$ cat src/rtl/wave_pkg.sv
// Shared constants and types for the waveform fetch path: buffer geometry, Y width,
// fetch FSM states and the sample-code to screen-row scaler.
package wave_pkg;
    localparam int BUF_AW    = 14;
    localparam int BUF_DEPTH = 16384;
    localparam int Y_W       = 9;

    typedef enum logic [1:0] {IDLE, FETCH, DRAIN, DONE} state_t;

    // Code 255 lands on top; the 17-bit product is shifted and the sum truncated to Y_W bits.
    function automatic logic [Y_W-1:0] scale_y(input logic [7:0]     d,
                                               input logic [Y_W-1:0] top,
                                               input logic [8:0]     span);
        logic [16:0] prod;
        prod = {9'd0, ~d} * {8'd0, span};
        return top + prod[16:8];
    endfunction
endpackage

$ cat src/rtl/wave_fetch_if.sv
// Buffer read port and column-record write port of the waveform fetch stage.
// master = fetch stage, slave = buffer/renderer side.
interface wave_fetch_if;
    import wave_pkg::*;

    logic           ram_rd_en;
    logic [14:0]    ram_addr;
    logic [7:0]     ram_dout_a;
    logic [7:0]     ram_dout_b;
    logic           col_we;
    logic [9:0]     col_addr;
    logic [Y_W-1:0] col_ya_min;
    logic [Y_W-1:0] col_ya_max;
    logic [Y_W-1:0] col_yb_min;
    logic [Y_W-1:0] col_yb_max;

    modport master (
        output ram_rd_en, ram_addr, col_we, col_addr,
               col_ya_min, col_ya_max, col_yb_min, col_yb_max,
        input  ram_dout_a, ram_dout_b
    );

    modport slave (
        input  ram_rd_en, ram_addr, col_we, col_addr,
               col_ya_min, col_ya_max, col_yb_min, col_yb_max,
        output ram_dout_a, ram_dout_b
    );
endinterface

$ cat src/rtl/wave_yscale.sv
// Per-channel scaler: y registered on d_vld, column span registered on y_vld (2 cycles).
// No backpressure; WAVE_FETCH_SPAN_EN selects connected-line spans, otherwise dot mode.
module wave_yscale
    import wave_pkg::*;
#(
    parameter int Y_TOP  = 40,
    parameter int Y_SPAN = 400
) (
    input  logic           clk,
    input  logic           rst_n,
    input  logic           d_vld,
    input  logic [7:0]     d,
    input  logic           y_vld,
`ifdef WAVE_FETCH_SPAN_EN
    input  logic           y_first,
`endif
    output logic [Y_W-1:0] y_min,
    output logic [Y_W-1:0] y_max
);
    logic [Y_W-1:0] y_cur;

    always_ff @(posedge clk or negedge rst_n) begin
        if (!rst_n) begin
            y_cur <= '0;
        end else if (d_vld) begin
            y_cur <= scale_y(d, Y_W'(Y_TOP), 9'(Y_SPAN));
        end
    end

`ifdef WAVE_FETCH_SPAN_EN
    logic [Y_W-1:0] y_prev;
    logic [Y_W-1:0] y_ref;

    // Column 0 has no left neighbour, so it spans only its own sample.
    assign y_ref = y_first ? y_cur : y_prev;

    always_ff @(posedge clk or negedge rst_n) begin
        if (!rst_n) begin
            y_prev <= '0;
            y_min  <= '0;
            y_max  <= '0;
        end else if (y_vld) begin
            y_prev <= y_cur;
            y_min  <= (y_ref < y_cur) ? y_ref : y_cur;
            y_max  <= (y_ref > y_cur) ? y_ref : y_cur;
        end
    end
`else
    always_ff @(posedge clk or negedge rst_n) begin
        if (!rst_n) begin
            y_min <= '0;
            y_max <= '0;
        end else if (y_vld) begin
            y_min <= y_cur;
            y_max <= y_cur;
        end
    end
`endif
endmodule

$ cat src/rtl/wave_fetch.sv
// Waveform fetch: per request reads H_PIXELS samples per channel from trigger minus pre-trigger, writes one
// column record per pixel RD_LAT+2 cycles after its address; no backpressure. Macro WAVE_FETCH_SPAN_EN: spans.
module wave_fetch
    import wave_pkg::*;
#(
    parameter int H_PIXELS = 800,
    parameter int RD_LAT   = 2,
    parameter int Y_TOP    = 40,
    parameter int Y_SPAN   = 400
) (
    input  logic              clk,
    input  logic              rst_n,
    input  logic              display_en,
    output logic              display_done,
    input  logic [BUF_AW-1:0] trig_pos,
    input  logic [BUF_AW-1:0] pre_trig,
    output logic              busy,
    wave_fetch_if.master      bus
);
    localparam logic [9:0] LAST_COL = 10'(H_PIXELS - 1);

    state_t            state;
    state_t            state_nxt;
    logic              en_meta;
    logic              en_s;
    logic              start_frame;
    logic              abort;
    logic [BUF_AW-1:0] start;
    logic [9:0]        rd_cnt;
    logic [9:0]        wr_idx;
    logic [RD_LAT-1:0] vld_sr;
    logic              d_vld;
    logic              y_vld;

    always_ff @(posedge clk or negedge rst_n) begin
        if (!rst_n) begin
            en_meta <= 1'b0;
            en_s    <= 1'b0;
        end else begin
            en_meta <= display_en;
            en_s    <= en_meta;
        end
    end

    always_ff @(posedge clk or negedge rst_n) begin
        if (!rst_n) begin
            state <= IDLE;
        end else begin
            state <= state_nxt;
        end
    end

    always_comb begin
        state_nxt   = state;
        start_frame = 1'b0;
        abort       = 1'b0;
        case (state)
            IDLE: begin
                if (en_s && !display_done) begin
                    start_frame = 1'b1;
                    state_nxt   = FETCH;
                end
            end
            FETCH: begin
                if (!en_s) begin
                    abort     = 1'b1;
                    state_nxt = IDLE;
                end else if (rd_cnt == LAST_COL) begin
                    state_nxt = DRAIN;
                end
            end
            DRAIN: begin
                if (!en_s) begin
                    abort     = 1'b1;
                    state_nxt = IDLE;
                end else if (bus.col_we && bus.col_addr == LAST_COL) begin
                    state_nxt = DONE;
                end
            end
            DONE: begin
                if (!en_s) begin
                    state_nxt = IDLE;
                end
            end
            default: state_nxt = IDLE;
        endcase
    end

    assign display_done  = (state == DONE);
    assign busy          = (state == FETCH) || (state == DRAIN);
    assign bus.ram_rd_en = (state == FETCH);
    assign bus.ram_addr  = bus.ram_rd_en ? {1'b0, start + BUF_AW'(rd_cnt)} : '0;

    always_ff @(posedge clk or negedge rst_n) begin
        if (!rst_n) begin
            start  <= '0;
            rd_cnt <= '0;
        end else if (start_frame) begin
            start  <= trig_pos - pre_trig;
            rd_cnt <= '0;
        end else if (bus.ram_rd_en) begin
            rd_cnt <= rd_cnt + 10'd1;
        end
    end

    // An abort empties the pipe so nothing from the dropped frame reaches the renderer.
    always_ff @(posedge clk or negedge rst_n) begin
        if (!rst_n) begin
            vld_sr       <= '0;
            y_vld        <= 1'b0;
            bus.col_we   <= 1'b0;
            bus.col_addr <= '0;
            wr_idx       <= '0;
        end else begin
            if (abort) begin
                vld_sr     <= '0;
                y_vld      <= 1'b0;
                bus.col_we <= 1'b0;
            end else begin
                vld_sr[0] <= bus.ram_rd_en;
                for (int i = 1; i < RD_LAT; i++) begin
                    vld_sr[i] <= vld_sr[i-1];
                end
                y_vld      <= vld_sr[RD_LAT-1];
                bus.col_we <= y_vld;
            end
            if (start_frame) begin
                wr_idx <= '0;
            end else if (y_vld) begin
                bus.col_addr <= wr_idx;
                wr_idx       <= wr_idx + 10'd1;
            end
        end
    end

    assign d_vld = vld_sr[RD_LAT-1];

    wave_yscale #(.Y_TOP(Y_TOP), .Y_SPAN(Y_SPAN)) u_yscale_a (
        .clk     (clk),
        .rst_n   (rst_n),
        .d_vld   (d_vld),
        .d       (bus.ram_dout_a),
        .y_vld   (y_vld),
`ifdef WAVE_FETCH_SPAN_EN
        .y_first (wr_idx == '0),
`endif
        .y_min   (bus.col_ya_min),
        .y_max   (bus.col_ya_max)
    );

    wave_yscale #(.Y_TOP(Y_TOP), .Y_SPAN(Y_SPAN)) u_yscale_b (
        .clk     (clk),
        .rst_n   (rst_n),
        .d_vld   (d_vld),
        .d       (bus.ram_dout_b),
        .y_vld   (y_vld),
`ifdef WAVE_FETCH_SPAN_EN
        .y_first (wr_idx == '0),
`endif
        .y_min   (bus.col_yb_min),
        .y_max   (bus.col_yb_max)
    );
endmodule
$ cat src/flat_wrapper.sv
// flat-port wrapper written by rule: the top's interface ports become plain ports
module wave_fetch_flat import wave_pkg::*;
#(
    parameter int H_PIXELS = 800,
    parameter int RD_LAT   = 2,
    parameter int Y_TOP    = 40,
    parameter int Y_SPAN   = 400
)
  (clk, rst_n, display_en, display_done, trig_pos, pre_trig, busy, bus_ram_rd_en, bus_ram_addr, bus_col_we, bus_col_addr, bus_col_ya_min, bus_col_ya_max, bus_col_yb_min, bus_col_yb_max, bus_ram_dout_a, bus_ram_dout_b);
  wave_fetch_if bus_i ();
  input  logic clk;
  input  logic rst_n;
  input  logic display_en;
  output logic display_done;
  input  logic [BUF_AW-1:0] trig_pos;
  input  logic [BUF_AW-1:0] pre_trig;
  output logic busy;
  output wire logic [$bits(bus_i.ram_rd_en)-1:0] bus_ram_rd_en;
  output wire logic [$bits(bus_i.ram_addr)-1:0] bus_ram_addr;
  output wire logic [$bits(bus_i.col_we)-1:0] bus_col_we;
  output wire logic [$bits(bus_i.col_addr)-1:0] bus_col_addr;
  output wire logic [$bits(bus_i.col_ya_min)-1:0] bus_col_ya_min;
  output wire logic [$bits(bus_i.col_ya_max)-1:0] bus_col_ya_max;
  output wire logic [$bits(bus_i.col_yb_min)-1:0] bus_col_yb_min;
  output wire logic [$bits(bus_i.col_yb_max)-1:0] bus_col_yb_max;
  input wire logic [$bits(bus_i.ram_dout_a)-1:0] bus_ram_dout_a;
  input wire logic [$bits(bus_i.ram_dout_b)-1:0] bus_ram_dout_b;
  assign bus_ram_rd_en = bus_i.ram_rd_en;
  assign bus_ram_addr = bus_i.ram_addr;
  assign bus_col_we = bus_i.col_we;
  assign bus_col_addr = bus_i.col_addr;
  assign bus_col_ya_min = bus_i.col_ya_min;
  assign bus_col_ya_max = bus_i.col_ya_max;
  assign bus_col_yb_min = bus_i.col_yb_min;
  assign bus_col_yb_max = bus_i.col_yb_max;
  assign bus_i.ram_dout_a = bus_ram_dout_a;
  assign bus_i.ram_dout_b = bus_ram_dout_b;
  wave_fetch #(.H_PIXELS(H_PIXELS), .RD_LAT(RD_LAT), .Y_TOP(Y_TOP), .Y_SPAN(Y_SPAN)) u_core (.clk(clk), .rst_n(rst_n), .display_en(display_en), .display_done(display_done), .trig_pos(trig_pos), .pre_trig(pre_trig), .busy(busy), .bus(bus_i));
endmodule
$ cat config.mk
export PLATFORM = sky130hd
export DESIGN_NAME = wave_fetch_flat
export DESIGN_NICKNAME = d
export VERILOG_FILES = /design/src/rtl/wave_pkg.sv /design/src/rtl/wave_fetch_if.sv /design/src/rtl/wave_yscale.sv /design/src/rtl/wave_fetch.sv /design/src/flat_wrapper.sv
export SDC_FILE = /design/constraint.sdc
export NUM_CORES = 1
export LEC_CHECK = 0
export CORE_MARGIN = 2
export CORE_UTILIZATION = 36
export CTS_CLUSTER_DIAMETER = 60
export DETAILED_ROUTE_END_ITERATION = 10
export HOLD_SLACK_MARGIN = 0.06
export PLACE_DENSITY = 0.67
export SETUP_SLACK_MARGIN = 0.5
export SKIP_LAST_GASP = 1
export SLEW_MARGIN = 30
export SYNTH_ARGS = -nofsm -noshare
export SYNTH_HDL_FRONTEND = slang
export SYNTH_SLANG_ARGS = --single-unit
$ cat constraint.sdc
create_clock -name clk -period 3.4 [get_ports clk]
set_clock_uncertainty 0.1 [all_clocks]
set_input_delay 0.68 -clock clk [delete_from_list [all_inputs] [get_ports clk]]
set_output_delay 0.68 -clock clk [all_outputs]
set_load 0.02 [all_outputs]
Word level (Yosys, flattened, before mapping). Index checks and enable logic that the tools add are counted.

Add/sub/neg operators: 6. Multipliers: 2. Equality and inequality tests: 9. Multiplexer cells: 19. Bitwise operators: 3. Reduce and logical (&&, ||, !) cells: 10.

Operator list (count): 2-to-1 mux 10 bit (4); multiplier 8 x 5 -> 13 bit, second input constant (2); adder 10 x 1 -> 10 bit, second input constant (2); equality test 10 bit, second input constant (2); adder 6 x 9 -> 9 bit, first input constant (2); inverter 8 bit (2); adder 14 x 10 -> 14 bit (1); 2-to-1 mux 14 bit (1); 2-to-1 mux 2 bit (7); subtractor 14 bit (1); case mux 2 bit (4 select lines) (1); 2-to-1 mux 1 bit (6); inequality test 3 bit, second input constant (2); equality test 2 bit, second input constant (2); AND reduction 4 bit (1); nonzero test 2 bit (2); equality test 2 x 1 -> 1 bit, second input constant (1); logical AND 1 bit (2); logical NOT 2 bit (1); inequality test 2 x 1 -> 1 bit, second input constant (1); inequality test 2 bit, second input constant (1); AND reduction 2 bit (1); OR reduction 2 bit (1); logical NOT 1 bit (1); other kinds (2) (2).

Flip-flop bits (word level): 88. Input bits: 47. Output and inout port bits: 65. Logic and storage cells: 63.

Depth between registers and ports, before layout.
Depth in word-level cells: 7. Depth in mapped cells: 14. Mapped depth without buffers: 14.

By module. A second synthesis with hierarchy kept.

Cell total of the unflattened synthesis: 666. Area total of the unflattened synthesis: 6458.7 µm².

By module, submodules not included: wave_fetch (instances 1, cells an instance 386, area an instance 3488.3 µm², sequential area each 1301.2 µm²); wave_yscale (instances 2, cells an instance 140, area an instance 1485.2 µm², sequential area each 450.4 µm²).

Least setup slack after synthesis. No wires, ideal clock.

Path type: input port to flip-flop. Start: input bus_ram_dout_a[3]. End: register u_core.u_yscale_a.y_cur[8]. Setup time: 0.077 ns. Arrival time: 3.606 ns. Data required time: 3.223 ns. Setup slack: -0.383 ns. Stages: 14. Buffers on the path: 0. Cells stage by stage: inv_1 -> ha_1 -> ha_1 -> inv_1 -> fa_1 -> inv_1 -> ha_1 -> a21o_1 -> a22o_1 -> o41ai_2 -> xnor2_1 -> nand3_1 -> xnor3_1 -> a21oi_1.

Longest elaborated chain between the ends: 3.

RTL lines: from (decl) (line flat_wrapper.sv:26) `input wire logic [$bits(bus_i.ram_dout_a)-1:0] bus_ram_dout_a;`; inverter 8 bit (line wave_pkg.sv:15) `prod = {9'd0, ~d} * {8'd0, span};`; multiplier 8 x 5 -> 13 bit (line wave_pkg.sv:15); adder 6 x 9 -> 9 bit (line wave_pkg.sv:16) `return top + prod[16:8];`; to (signal assigned) (line wave_yscale.sv:26) `y_cur <= scale_y(d, Y_W'(Y_TOP), 9'(Y_SPAN));`; to (decl) (line wave_yscale.sv:20) `logic [Y_W-1:0] y_cur;`.

Every way passes these cells. A chain may end at the register's enable or synchronous reset.

Final worst setup path.
Start: input bus_ram_dout_a[3]. End: register u_core.u_yscale_a.y_cur[7].

The elaborated chain is that of the path after synthesis.

==> impl_metrics.tcl <==
set metrics [dict create \
    hold_slack_ns 0.2668 \
    critPathTopFamily "adder cells" \
    fp.dieW_um 136.2 \
    via_count 4963 \
    holdBufCountCts 0 \
    max_stage_delay_ns 0.49 \
    setup_viol 0 \
    max_freq_mhz 296.0 \
    outcome "finished clean" \
    port_buffers 110 \
    worstPathArrival_ns 3.47 \
    cts-root-buf "clkbuf_16" \
    dp.final_hpwl_mm 9.954 \
    postRouteAntennaNets 0 \
    final_util_pct 53.76 \
    maxSlewViolCount 0 \
    fin_tns_setup_ns 0 \
    synthesis.area_um2 6294 \
    peakVddDrop_mv 0.3613 \
    fillerInstances 1553 \
    cts_max_level 3 \
    period_needed_ns 3.379 \
    clk_pin_slew_ns 0.06 \
    pin_count 112 \
    worstPathCellList "buf_6 -> buf_6 -> inv_12 -> ha_4 -> ha_4 -> inv_2 -> fa_1 -> inv_2 -> ha_4 -> a21o_1 -> a22o_4 -> o41ai_4 -> xnor2_2 -> buf_4 -> buf_6 -> xor2_1 -> a21oi_1" \
    end_kind "flip-flop" \
    numCtsBuffers 9 \
    die-area_um2 18560 \
    maxSlewHeadroom_pct 46.54 \
    synth_ff_type "dfrtp_1" \
    synthCells 643 \
    path_max_fanout 3 \
    top_usage_layer "met2" \
    layout_commonest_cell "dfrtp_1" \
    area_growth_pct 46.72 \
    drive_above_1_share_pct 31.17 \
    cts_sinks 88 \
    syn_nets 785 \
    synthMuxAreaShare_pct 6.720 \
    place_inst 1012 \
    dr.pass1.iters 4 \
    final_cells 1043 \
    place.gp.congestion 0.8560 \
    cp_slowest_cell "fa_1" \
    grt_max_degree 56 \
    synthDistinctLibCells 45 \
    mostFrequentLayoutCells "dfrtp_1, clkdlybuf4s50_1, buf_4" \
    start_util_pct 36.64 \
    hold_path.class "flip-flop to flip-flop" \
    core_um2 17180 \
    ys_ff_latch 88 \
    grt_pass1_vias 5009 \
    timing.max_cap.violations 0 \
    synth_top_family_by_area "adder cells" \
    antenna_found_initial 0 \
    rsz0062_at_grt "true" \
    wl_mm 13.49 \
    finalCritPeriodShare_pct 99.38 \
    post_drt_wl_per_cell_um 12.93 \
    route.detailed.drc 0 \
    use_met3_pct 2.610 \
    diodes 0 \
    clockBufferDepth 2 \
    grtUsageMet1_pct 20.10 \
    synth-edff-count 0 \
    ys_seq_area_share_pct 34.99 \
    finalNetCount 955 \
    drt_iter0_drc 163 \
    worstSetupPathType "primary input to flip-flop" \
    synthSimpleGateAreaFrac_pct 12.03 \
    avgSynthCellArea_um2 9.788 \
    tightest_slew_ns 0.8019 \
    async_flop_share_pct 100.0 \
    die_h_um 136.2 \
    tritoncts "yes" \
    grtUsageMet2_pct 26.27 \
    path_buf_inv 7 \
    clk_latency_ns 0.34 \
    power_density_nw_per_um2 736.8 \
    synth_compound_area_share_pct 11.83 \
    worstPathRequired_ns 3.49 \
    drt-vias-per-instance 4.758 \
    grt_use_total_pct 15.49 \
    synthAdderAreaFrac_pct 19.84 \
    grt.overflow.total 0 \
    cp-start-kind "primary input" \
    yosys_warnings 0 \
    grt_pass1_wl_mm 23.07 \
    finalHoldViolCount 0 \
    cellLeakagePower_uw 0.004301 \
    row_count 48 \
    synth_xor_area_share_pct 8.091 \
]
## cells by family after synthesis
group / after synthesis
AOI/OAI and AO/OA: 119
xor gates and xnor gates: 55
adders and majority gates: 95
buffers and inverters: 89
DFF: 88
muxes: 38
other: 1
and+or+nand+nor: 158
## per-stage QoR
stage	area (µm²)	setup WS [ns]	power, µW
6_report	9234	0.02125	6804
5_1_grt	9234	-0.1031	7335
4_1_cts	8995	-0.05466	6677
3_5_place_dp	8178	-0.8018	5281
3_3_place_gp	8178	-0.7506	5235
2_1_floorplan	6494	-0.07299	3947
## state kept, by name (all words and copies together) (netlist names)
register and cells:
u_core.start 14, u_core.bus.col_addr 10, u_core.rd_cnt 10, u_core.wr_idx 10, u_core.u_yscale_a.y_cur 9, u_core.u_yscale_a.y_min 9, u_core.u_yscale_b.y_cur 9, u_core.u_yscale_b.y_min 9
u_core.state 2, u_core.vld_sr 2, u_core.bus.col_we 1, u_core.en_meta 1, u_core.en_s 1, u_core.y_vld 1
## worst reg2reg max path: cells and delay by family (launching register included)
kind / cells / cell delay, ns
simple gates: 3 / 1.00
mux: 1 / 0.39
fa+ha+maj: 1 / 0.22
buf+inv: 1 / 0.11
flops: 1 / 0.40
## path summary, 6_finish.rpt
kind / start / end / slack [ns] / cells past startpoint
max in group asynchronous: rst_n / u_core.bus.col_addr[1] / 2.17 / 2
min in group asynchronous: rst_n / u_core.wr_idx[8] / 0.30 / 1
hold / removal: u_core.en_meta / u_core.en_s / 0.27 / 0
setup / recovery: bus_ram_dout_a[3] / u_core.u_yscale_a.y_cur[7] / 0.02 / 17
hold reg to reg: u_core.en_meta / u_core.en_s / 0.27 / 0
setup reg to reg: u_core.state[0] / u_core.bus.col_addr[1] / 1.06 / 6
## final cells by class
cell class	instances	area, µm²	share of cell area (%)
multi-input cells	466	4424	47.91
flip-flops and latches	88	2202	23.85
repair buffers	191	1733	18.77
well taps	225	281.5	3.049
inverters	57	246.5	2.669
clock buffers	11	242.7	2.629
clock inverters	5	103.9	1.125
## cell usage after synthesis, types with 3 or more instances
cell type / count / area [µm²]
a211oi_1: 4 / 30.03
a21o_1: 17 / 127.6
a21oi_1: 37 / 185.2
and2_1: 16 / 100.1
and3_1: 10 / 62.56
buf_4: 19 / 142.6
clkbuf_1: 13 / 48.80
dfrtp_1: 88 / 2202
fa_1: 8 / 160.2
ha_1: 87 / 1089
inv_1: 57 / 214.0
mux2_2: 34 / 382.9
mux2i_1: 4 / 40.04
nand2_1: 41 / 153.9
nand2b_1: 3 / 18.77
nand3_1: 8 / 40.04
nand4_1: 5 / 31.28
nand4b_1: 5 / 43.79
nor2_1: 52 / 195.2
nor2b_1: 4 / 25.02
nor3_1: 3 / 15.01
o21a_1: 6 / 45.04
o21ai_0: 35 / 175.2
or2_2: 3 / 18.77
or3_1: 6 / 37.54
xnor2_1: 24 / 210.2
xor2_1: 29 / 254.0
## metal layers
| layer | wire (µm) | part of all wire, % |
|---|---|---|
| met3 | 451 | 3.3 |
| met5 | 0 | 0 |
| met4 | 187 | 1.4 |
| met1 | 6439 | 48 |
| met2 | 6412 | 48 |
## where the power goes
| group | total [µW] | internal (µW) | switching, µW | leakage (µW) |
|---|---|---|---|---|
| Sequential | 1770 | 1440 | 325 | 0.00109 |
| Clock | 1130 | 738 | 393 | 0.000170 |
| Combinational | 3910 | 2080 | 1830 | 0.00304 |
## what timing repair did
item,in CTS,in global routing
endpoints found under the hold margin,0,0
setup endpoints to repair,28,24
pin swaps,65,36
resized for setup,152,40
buffers inserted,10,5
Note: power is estimated with default switching activity, not from simulation.
